==> src/rtl/airi5c_irq_ctrl.sv <==
// Interrupt controller: timer_tick (source 0) plus NUM_IRQ external lines, one request to the core,
// claim/complete over HASTI. Define AIRI5C_IRQ_SYNC_EN to put 2-flop synchronizers on ext_irq.
module airi5c_irq_ctrl #(
  parameter logic [31:0] BASE_ADDR         = 32'hC0000020,
  parameter int          NUM_IRQ           = 8,
  parameter int          HASTI_ADDR_WIDTH  = 32,
  parameter int          HASTI_BUS_WIDTH   = 32,
  parameter int          HASTI_SIZE_WIDTH  = 3,
  parameter int          HASTI_BURST_WIDTH = 3,
  parameter int          HASTI_PROT_WIDTH  = 4,
  parameter int          HASTI_TRANS_WIDTH = 2,
  parameter int          HASTI_RESP_WIDTH  = 1
) (
  input  logic                         clk,
  input  logic                         reset,
  input  logic                         timer_tick,
  input  logic [NUM_IRQ-1:0]           ext_irq,
  output logic                         irq_out,
  input  logic [HASTI_ADDR_WIDTH-1:0]  haddr,
  input  logic                         hwrite,
  input  logic [HASTI_SIZE_WIDTH-1:0]  hsize,
  input  logic [HASTI_BURST_WIDTH-1:0] hburst,
  input  logic                         hmastlock,
  input  logic [HASTI_PROT_WIDTH-1:0]  hprot,
  input  logic [HASTI_TRANS_WIDTH-1:0] htrans,
  input  logic [HASTI_BUS_WIDTH-1:0]   hwdata,
  output logic [HASTI_BUS_WIDTH-1:0]   hrdata,
  output logic                         hready,
  output logic [HASTI_RESP_WIDTH-1:0]  hresp
);

  localparam int NSRC = NUM_IRQ + 1;
  localparam int ID_W = 6;

  localparam logic [2:0] OFF_PENDING  = 3'd0;
  localparam logic [2:0] OFF_ENABLE   = 3'd1;
  localparam logic [2:0] OFF_TRIGGER  = 3'd2;
  localparam logic [2:0] OFF_CLAIM    = 3'd3;
  localparam logic [2:0] OFF_COMPLETE = 3'd4;

  typedef enum logic [0:0] {
    ST_IDLE = 1'b0,
    ST_BUSY = 1'b1
  } state_t;

  state_t            state_r;
  state_t            state_nx;
  logic [NSRC-1:0]   pending_r;
  logic [NSRC-1:0]   enable_r;
  logic [NSRC-1:0]   trigger_r;
  logic [NSRC-1:0]   prev_r;
  logic [ID_W-1:0]   claimed_r;
  logic              wr_pend_r;
  logic [2:0]        wr_off_r;

  logic [NUM_IRQ-1:0] ext_s;
  logic [NSRC-1:0]    src_s;
  logic [NSRC-1:0]    rise_s;
  logic [NSRC-1:0]    active_s;
  logic [NSRC-1:0]    clr_s;
  logic [4:0]         winner_s;
  logic               found_s;
  logic [ID_W-1:0]    id_s;
  logic [ID_W-1:0]    claim_val_s;
  logic               claim_take_s;
  logic               complete_hit_s;
  logic               sel_s;
  logic               rd_s;
  logic               wr_s;
  logic [2:0]         off_s;
  logic [HASTI_BUS_WIDTH-1:0] rd_word_s;
  logic               unused_bus;

  assign hready     = 1'b1;
  assign hresp      = {HASTI_RESP_WIDTH{1'b0}};
  assign unused_bus = ^{hsize, hburst, hmastlock, hprot, htrans[0], haddr[1:0], hwdata};

`ifdef AIRI5C_IRQ_SYNC_EN
  logic [NUM_IRQ-1:0] sync1_r;
  logic [NUM_IRQ-1:0] sync2_r;

  // Two-stage synchronizer for asynchronous external lines.
  always_ff @(posedge clk) begin
    if (reset) begin
      sync1_r <= {NUM_IRQ{1'b0}};
      sync2_r <= {NUM_IRQ{1'b0}};
    end else begin
      sync1_r <= ext_irq;
      sync2_r <= sync1_r;
    end
  end

  assign ext_s = sync2_r;
`else
  assign ext_s = ext_irq;
`endif

  // timer_tick is same-domain and never synchronized.
  assign src_s    = {ext_s, timer_tick};
  assign rise_s   = src_s & ~prev_r;
  assign active_s = pending_r & enable_r;

  assign sel_s = (haddr[31:5] == BASE_ADDR[31:5]) && htrans[1];
  assign rd_s  = sel_s && !hwrite;
  assign wr_s  = sel_s && hwrite;
  assign off_s = haddr[4:2];

  // Lowest active index wins; scan downward so the last hit is the lowest.
  always_comb begin
    winner_s = 5'd0;
    for (int i = NSRC - 1; i >= 0; i--) begin
      winner_s = active_s[i] ? 5'(i) : winner_s;
    end
    found_s = |active_s;
    id_s    = found_s ? ({1'b0, winner_s} + 6'd1) : 6'd0;
  end

  assign complete_hit_s = wr_pend_r && (wr_off_r == OFF_COMPLETE) &&
                          (hwdata[4:0] == claimed_r[4:0]);

  // Claim FSM next state and interrupt request.
  always_comb begin
    state_nx     = state_r;
    irq_out      = 1'b0;
    claim_take_s = 1'b0;
    claim_val_s  = 6'd0;
    case (state_r)
      ST_IDLE: begin
        irq_out     = found_s;
        claim_val_s = id_s;
        if (rd_s && (off_s == OFF_CLAIM) && found_s) begin
          claim_take_s = 1'b1;
          state_nx     = ST_BUSY;
        end else begin
          claim_take_s = 1'b0;
          state_nx     = ST_IDLE;
        end
      end
      ST_BUSY: begin
        if (complete_hit_s) begin
          state_nx = ST_IDLE;
        end else begin
          state_nx = ST_BUSY;
        end
      end
      default: begin
        state_nx = ST_IDLE;
      end
    endcase
  end

  // One-hot clear for the source being claimed; only edge sources honour it.
  always_comb begin
    clr_s = {NSRC{1'b0}};
    for (int i = 0; i < NSRC; i++) begin
      clr_s[i] = claim_take_s && (winner_s == 5'(i));
    end
  end

  // Read data mux for the address-phase register.
  always_comb begin
    rd_word_s = {HASTI_BUS_WIDTH{1'b0}};
    case (off_s)
      OFF_PENDING: rd_word_s[NSRC-1:0] = pending_r;
      OFF_ENABLE:  rd_word_s[NSRC-1:0] = enable_r;
      OFF_TRIGGER: rd_word_s[NSRC-1:0] = trigger_r;
      OFF_CLAIM:   rd_word_s[ID_W-1:0] = claim_val_s;
      default:     rd_word_s = {HASTI_BUS_WIDTH{1'b0}};
    endcase
  end

  // FSM state and claimed id.
  always_ff @(posedge clk) begin
    if (reset) begin
      state_r   <= ST_IDLE;
      claimed_r <= 6'd0;
    end else begin
      state_r <= state_nx;
      if (claim_take_s) begin
        claimed_r <= id_s;
      end
    end
  end

  // Source history and pending: edge sources latch (set beats claim clear), level sources follow.
  always_ff @(posedge clk) begin
    if (reset) begin
      prev_r    <= {NSRC{1'b0}};
      pending_r <= {NSRC{1'b0}};
    end else begin
      prev_r    <= src_s;
      pending_r <= (trigger_r & (rise_s | (pending_r & ~clr_s))) | (~trigger_r & src_s);
    end
  end

  // Bus pipeline: write offset captured in address phase, data applied in data phase.
  always_ff @(posedge clk) begin
    if (reset) begin
      wr_pend_r <= 1'b0;
      wr_off_r  <= 3'd0;
      hrdata    <= {HASTI_BUS_WIDTH{1'b0}};
    end else begin
      wr_pend_r <= wr_s;
      wr_off_r  <= off_s;
      hrdata    <= rd_s ? rd_word_s : {HASTI_BUS_WIDTH{1'b0}};
    end
  end

  // ENABLE and TRIGGER registers; TRIGGER bit 0 (timer) is always level.
  always_ff @(posedge clk) begin
    if (reset) begin
      enable_r  <= {NSRC{1'b0}};
      trigger_r <= {NSRC{1'b0}};
    end else if (wr_pend_r) begin
      if (wr_off_r == OFF_ENABLE) begin
        enable_r <= hwdata[NSRC-1:0];
      end
      if (wr_off_r == OFF_TRIGGER) begin
        trigger_r <= {hwdata[NSRC-1:1], 1'b0};
      end
    end
  end

endmodule

==> config.mk <==
export PLATFORM = sky130hd
export DESIGN_NAME = airi5c_irq_ctrl
export DESIGN_NICKNAME = d
export VERILOG_FILES = /design/src/rtl/airi5c_irq_ctrl.sv
export SDC_FILE = /design/constraint.sdc
export NUM_CORES = 1
export LEC_CHECK = 0
export CAP_MARGIN = 20
export CORE_ASPECT_RATIO = 1.2
export CORE_MARGIN = 2
export CORE_UTILIZATION = 44
export CTS_CLUSTER_SIZE = 12
export DETAILED_ROUTE_END_ITERATION = 7
export PLACE_DENSITY_LB_ADDON = 0.3
export SETUP_SLACK_MARGIN = 0.3
export SYNTH_ARGS = -nofsm -noshare
export SYNTH_HDL_FRONTEND = slang
export SYNTH_SLANG_ARGS = --single-unit
export TNS_END_PERCENT = 30
==> constraint.sdc <==
create_clock -name clk -period 5.4 [get_ports clk]
set_clock_uncertainty 0.1 [all_clocks]
set_input_delay 1.35 -clock clk [delete_from_list [all_inputs] [get_ports clk]]
set_output_delay 1.35 -clock clk [all_outputs]
set_load 0.05 [all_outputs]
==> flow_metrics.env, run 1 <==
export IMPL_wl_mm=6.47
export IMPL_clock_sinks=53
export IMPL_dpl_cell_count=428
export IMPL_yosysTopAreaCell="dfxtp_1"
export IMPL_min_period_over_period=0.687
export IMPL_dr_first_iter_drc_count=165
export IMPL_cp_slowest_cell="clkdlybuf4s50_1"
export IMPL_setup_viol=0
export IMPL_synth_area_um2=2640
export IMPL_fp_row_count=30
export IMPL_synthTopCellsByArea="dfxtp_1 40%, buf_4 7.1%, mux2i_1 6.4%, nand2_1 5.8%, a21oi_1 4.0%"
export IMPL_gp_congestion=0.886
export IMPL_async_flop_share=0
export IMPL_worstPathRequired_ps=3950
export IMPL_path_clk_slew_ps=90
export IMPL_p_leak_nw=1.16
export IMPL_detailroute_via_count=2276
export IMPL_antenna_found_initial=0
export IMPL_slew_viol_final=0
export IMPL_initial_core_util=0.459
export IMPL_finalNonFillerCells=435
export IMPL_areaGrowthSynthToFinish_pct=26.3
export IMPL_min_path_type="reg -> reg"
export IMPL_wire_per_inst_um=14.9
export IMPL_htree_levels=2
export IMPL_hold_violations=0
export IMPL_synth_seq_cells=53
export IMPL_die_w_um=74.7
export IMPL_tns_ps=0
export IMPL_crit_buf_inv=1
export IMPL_yosys_warnings=0
export IMPL_grt_pass1_wl_mm=10.2
export IMPL_vias_per_cell=5.23
export IMPL_cap_violations=0
export IMPL_tightest_slew_ps=933
export IMPL_ctsResizeCount=0
export IMPL_cts_root_buf="clkbuf_8"
export IMPL_cp_end_kind="output pin"
export IMPL_syn_area_per_cell_um2=8.85
export IMPL_rsz0062_at_grt="false"
export IMPL_ant_nets=0
export IMPL_numCtsBuffers=5
export IMPL_post_route_util=0.580
export IMPL_run_status="finished clean"
export IMPL_grt_max_degree=39
export IMPL_startpoint_type="register"
export IMPL_clockBufferDepth=2
export IMPL_port_buffers=61
export IMPL_p_per_area_nw_per_um2=233
export IMPL_relSlewSlack=0.377
export IMPL_crit_family="buffers and inverters"
export IMPL_worstPathMaxFanout=5
export IMPL_critPathKind="reg -> out"
export IMPL_ys_seq_area_frac=0.402
export IMPL_syn_inst=298
export IMPL_post_cts_buffers=0
export IMPL_dr_pass1_iters=4
export IMPL_drive_gt1_frac=0.0648
export IMPL_coreArea_um2=5740
export IMPL_ios=124
export IMPL_post_synth_top_count_cell="dfxtp_1"
export IMPL_grt_ovfl_total=0
export IMPL_grt_pass1_vias=2026
export IMPL_power_total_mw=0.775
export IMPL_ys_flop_type="dfxtp_1"
export IMPL_synth_edf_count=0
export IMPL_crit_chain="a22o_1 -> and4bb_2 -> a31oi_1 -> clkdlybuf4s50_1"
export IMPL_worstPathArrival_ps=2260
export IMPL_grt_total_usage=0.202
export IMPL_clock_latency_ps=300
export IMPL_synth_commonest_cells="53 x dfxtp_1, 41 x nand2_1, 25 x buf_4"
export IMPL_max_freq_mhz=270
export IMPL_nets=448
export IMPL_die_height_um=88.8
export IMPL_diodes=0
export IMPL_synth_cell_types=51
export IMPL_irDropWorstVdd_v=0.000143
export IMPL_hpwlAfterDp_mm=4.84
export IMPL_cts_tree="done"
export IMPL_hold_buffers=0
export IMPL_slowest_delay_ps=830
export IMPL_yosysTopAreaCellShare=0.402
export IMPL_fin_crit_ps=3710
export IMPL_drc=0
export IMPL_die_area_um2=6640
-- metrics by stage --
stage | hold WS [ps] | cell area [um^2] | setup slack [ps]
5_1_grt | 424 | 3330 | 1580
3_5_place_dp | 383 | 3230 | 1700
2_1_floorplan | 357 | 2730 | 2320
6_report | 394 | 3330 | 1690
3_3_place_gp | 376 | 3230 | 1720
4_1_cts | 395 | 3330 | 1690
-- metal layers --
metal  up-vias  part of all wire  track usage  wire (um)
li1       1127                 -            -          -
met1      1060              0.43        0.268       2780
met2        75              0.49        0.314       3200
met3        14             0.053       0.0364        346
met4         0             0.023        0.102        150
met5         -                 0            0          0
-- final cells by class --
cell class                 instances  area (um^2)
clock inverter                     2         35.0
timing repair buffer              63          626
fill                             522         2410
inverter                           3         11.3
multi-input combinational        229         1430
clock buffer                       5         68.8
tap                               80          100
sequential                        53         1060
-- logic make-up after synthesis --
logic type	Yosys count	synth area share
simple gates	118	0.248
other cells	2	0.00285
flops	53	0.402
xor+xnor	6	0.0199
compound gates	59	0.150
buf+inv	39	0.0944
fa+ha+maj	4	0.0190
mux	17	0.0645
-- cells in the final DEF, fill, tap and decap left out, types with 2 or more instances in the layout --
cell type         n
a2bb2oi_1         4
o31ai_1           2
nand3_1           6
ha_1              4
nor4_2            2
a21oi_1          21
a32oi_1           3
o22a_1            2
a22oi_1           5
buf_4             2
nor2b_1          13
clkbuf_8          5
and2_1            2
nor2_1           24
a211oi_1          3
clkdlybuf4s50_1  61
nor3_1            2
o21ai_0           3
a22o_1            3
xnor2_1           5
nor4bb_1          2
dfxtp_1          53
nand4_1           7
a31oi_1           7
nor2_2            2
conb_1           25
nor4b_2           2
nand4bb_1         2
inv_1             3
nand2_1          41
nor4b_1           2
mux2i_1          17
-- tightest hold or removal path: stages, from the launching register on --
cell	delay, ps
dfxtp_1	340
nand2_1	60
a21oi_1	50
-- sequential cells by signal, summed over array words and instances (netlist names) --
register / flops
enable_r: 9
wr_off_r: 3
prev_r: 8
pending_r: 9
hrdata: 9
claimed_r: 5
state_r: 1
trigger_r: 8
wr_pend_r: 1
-- final timing paths --
check                    start  cells after the start  slack [ps]          end
setup / recovery  pending_r[4]                      4        1690      irq_out
hold / removal     enable_r[5]                      2         390  enable_r[5]
setup reg to reg  pending_r[3]                      9        3130    hrdata[2]
hold reg to reg    enable_r[5]                      2         390  enable_r[5]
-- where the power goes --
part           internal, mW  switching, mW
clock                 0.135          0.125
sequential            0.399        0.00658
combinational        0.0452         0.0650
total                 0.579          0.197
Power figures use the tool's default switching activity.
==> run 2, diff against run 1 <==
Settings changed: CORE_UTILIZATION 44 to 41.
Clock period 5.4 ns to 3.47 ns, I/O delays scaled along.
==> flow_metrics.env, run 2 (synthesis gave the netlist of run 1 again) <==
export IMPL_cts_root_buf="clkbuf_8"
export IMPL_hold_violations=0
export IMPL_critPathKind="reg -> out"
export IMPL_grt_pass1_wl_mm=10.3
export IMPL_ant_nets=0
export IMPL_dr_first_iter_drc_count=121
export IMPL_fin_crit_ps=2940
export IMPL_drive_gt1_frac=0.0829
export IMPL_startpoint_type="register"
export IMPL_p_leak_nw=1.19
export IMPL_max_freq_mhz=340
export IMPL_largestRegisters="enable_r x9, hrdata x9, pending_r x9"
export IMPL_crit_buf_inv=1
export IMPL_antenna_found_initial=0
export IMPL_grt_total_usage=0.184
export IMPL_tightest_slew_ps=895
export IMPL_rsz0062_at_grt="false"
export IMPL_drc=0
export IMPL_worstPathArrival_ps=1980
export IMPL_coreArea_um2=6330
export IMPL_ios=124
export IMPL_dr_pass1_iters=4
export IMPL_wire_per_inst_um=14.6
export IMPL_cp_slowest_cell="dlygate4sd2_1"
export IMPL_crit_family="buffers and inverters"
export IMPL_cp_end_kind="output pin"
export IMPL_irDropWorstVdd_v=0.000168
export IMPL_min_path_type="reg -> reg"
export IMPL_relSlewSlack=0.402
export IMPL_die_area_um2=7100
export IMPL_initial_core_util=0.417
export IMPL_p_per_area_nw_per_um2=344
export IMPL_mostFrequentLayoutCell="clkdlybuf4s50_1"
export IMPL_slowest_delay_ps=550
export IMPL_worstPathMaxFanout=5
export IMPL_wl_mm=6.55
export IMPL_hold_ws_ps=393
export IMPL_path_clk_slew_ps=90
export IMPL_grt_ovfl_total=0
export IMPL_cts_tree="done"
export IMPL_areaGrowthSynthToFinish_pct=27.8
export IMPL_vias_per_cell=5.14
export IMPL_grt_max_degree=16
export IMPL_setup_viol=0
export IMPL_worstPathRequired_ps=2500
export IMPL_detailroute_via_count=2296
export IMPL_die_w_um=77.2
export IMPL_clockBufferDepth=2
export IMPL_numCtsBuffers=5
export IMPL_cap_violations=0
export IMPL_hpwlAfterDp_mm=5.10
export IMPL_die_height_um=91.9
export IMPL_nets=455
export IMPL_post_cts_buffers=0
export IMPL_clock_sinks=53
export IMPL_hold_buffers=0
export IMPL_crit_cells=4
export IMPL_clock_latency_ps=310
export IMPL_whs_path_depth=2
export IMPL_htree_levels=2
export IMPL_rr_worst_depth=9
export IMPL_tns_ps=0
export IMPL_port_buffers=61
export IMPL_slew_viol_final=0
export IMPL_min_period_over_period=0.848
export IMPL_mostFrequentLayoutCells="60 x clkdlybuf4s50_1, 53 x dfxtp_1, 41 x nand2_1, 25 x conb_1, 24 x nor2_1"
export IMPL_run_status="finished clean"
export IMPL_gp_congestion=0.896
export IMPL_crit_chain="a22o_1 -> and4bb_2 -> a31oi_1 -> dlygate4sd2_1"
export IMPL_fp_row_count=32
export IMPL_diodes=0
export IMPL_grt_pass1_vias=2131
==> run 2: cell types whose count changed in the layout (fill, tap and decap cells not counted), sizes merged <==
cell,before,now
bufinv,1,0
buf,2,9
clkbuf,5,6
dlygate4sd2,0,1
clkdlybuf4s50,61,60
clkinv,1,0
clkinvlp,0,1
==> run 2: final timing paths <==
| path | from | end | slack (ps) |
|---|---|---|---|
| worst min-delay path | enable_r[5] | enable_r[5] | 390 |
| worst max register to register | enable_r[3] | hrdata[2] | 1170 |
| worst max-delay path | pending_r[4] | irq_out | 530 |
| worst min register to register | enable_r[5] | enable_r[5] | 390 |
==> run 2: routing by layer <==
| metal | vias to the layer above | global-route usage | part of all wire |
|---|---|---|---|
| met1 | 1076 | 0.230 | 0.42 |
| met3 | 9 | 0.0315 | 0.055 |
| met5 | - | 0 | 0 |
| li1 | 1141 | - | - |
| met2 | 70 | 0.317 | 0.50 |
| met4 | 0 | 0.0685 | 0.018 |
==> run 2: per-stage QoR <==
step / area (um^2) / setup slack (ps) / util / total power, mW / cells
2_1_floorplan: 2730 / 874 / - / 0.760 / 321
3_3_place_gp: 3280 / 557 / 0.518 / 0.816 / 439
3_5_place_dp: 3280 / 522 / 0.519 / 0.819 / 440
4_1_cts: 3370 / 504 / 0.533 / 1.16 / 447
5_1_grt: 3370 / 416 / 0.533 / 1.20 / 447
6_report: 3370 / 526 / 0.533 / 1.16 / 447
==> run 2: cell type report <==
| cell class | count | area [um^2] |
|---|---|---|
| inverter | 3 | 11.3 |
| tap | 85 | 106 |
| multi-input combinational | 229 | 1430 |
| fill | 657 | 2950 |
| timing repair buffer | 70 | 674 |
| clock buffer | 6 | 82.6 |
| sequential | 53 | 1060 |
| clock inverter | 1 | 7.51 |
==> run 2: report_power, final <==
| group | switching, mW | leakage [nW] | total [mW] | internal, mW |
|---|---|---|---|---|
| registers | 0.00991 | 0.432 | 0.630 | 0.620 |
| logic | 0.102 | 0.717 | 0.175 | 0.0730 |
| clock network | 0.199 | 0.0433 | 0.357 | 0.158 |
| total | 0.310 | 1.19 | 1.16 | 0.851 |
==> run 2: what timing repair did <==
action | CTS | global route
resized for setup | 1 | 0
endpoints found under the setup margin | 1 | 0
hold endpoints to repair | 0 | 0
==> run 2: tightest hold or removal path: stages (launching register included) <==
cell	delay (ps)
dfxtp_1	340
nand2_1	60
a21oi_1	50
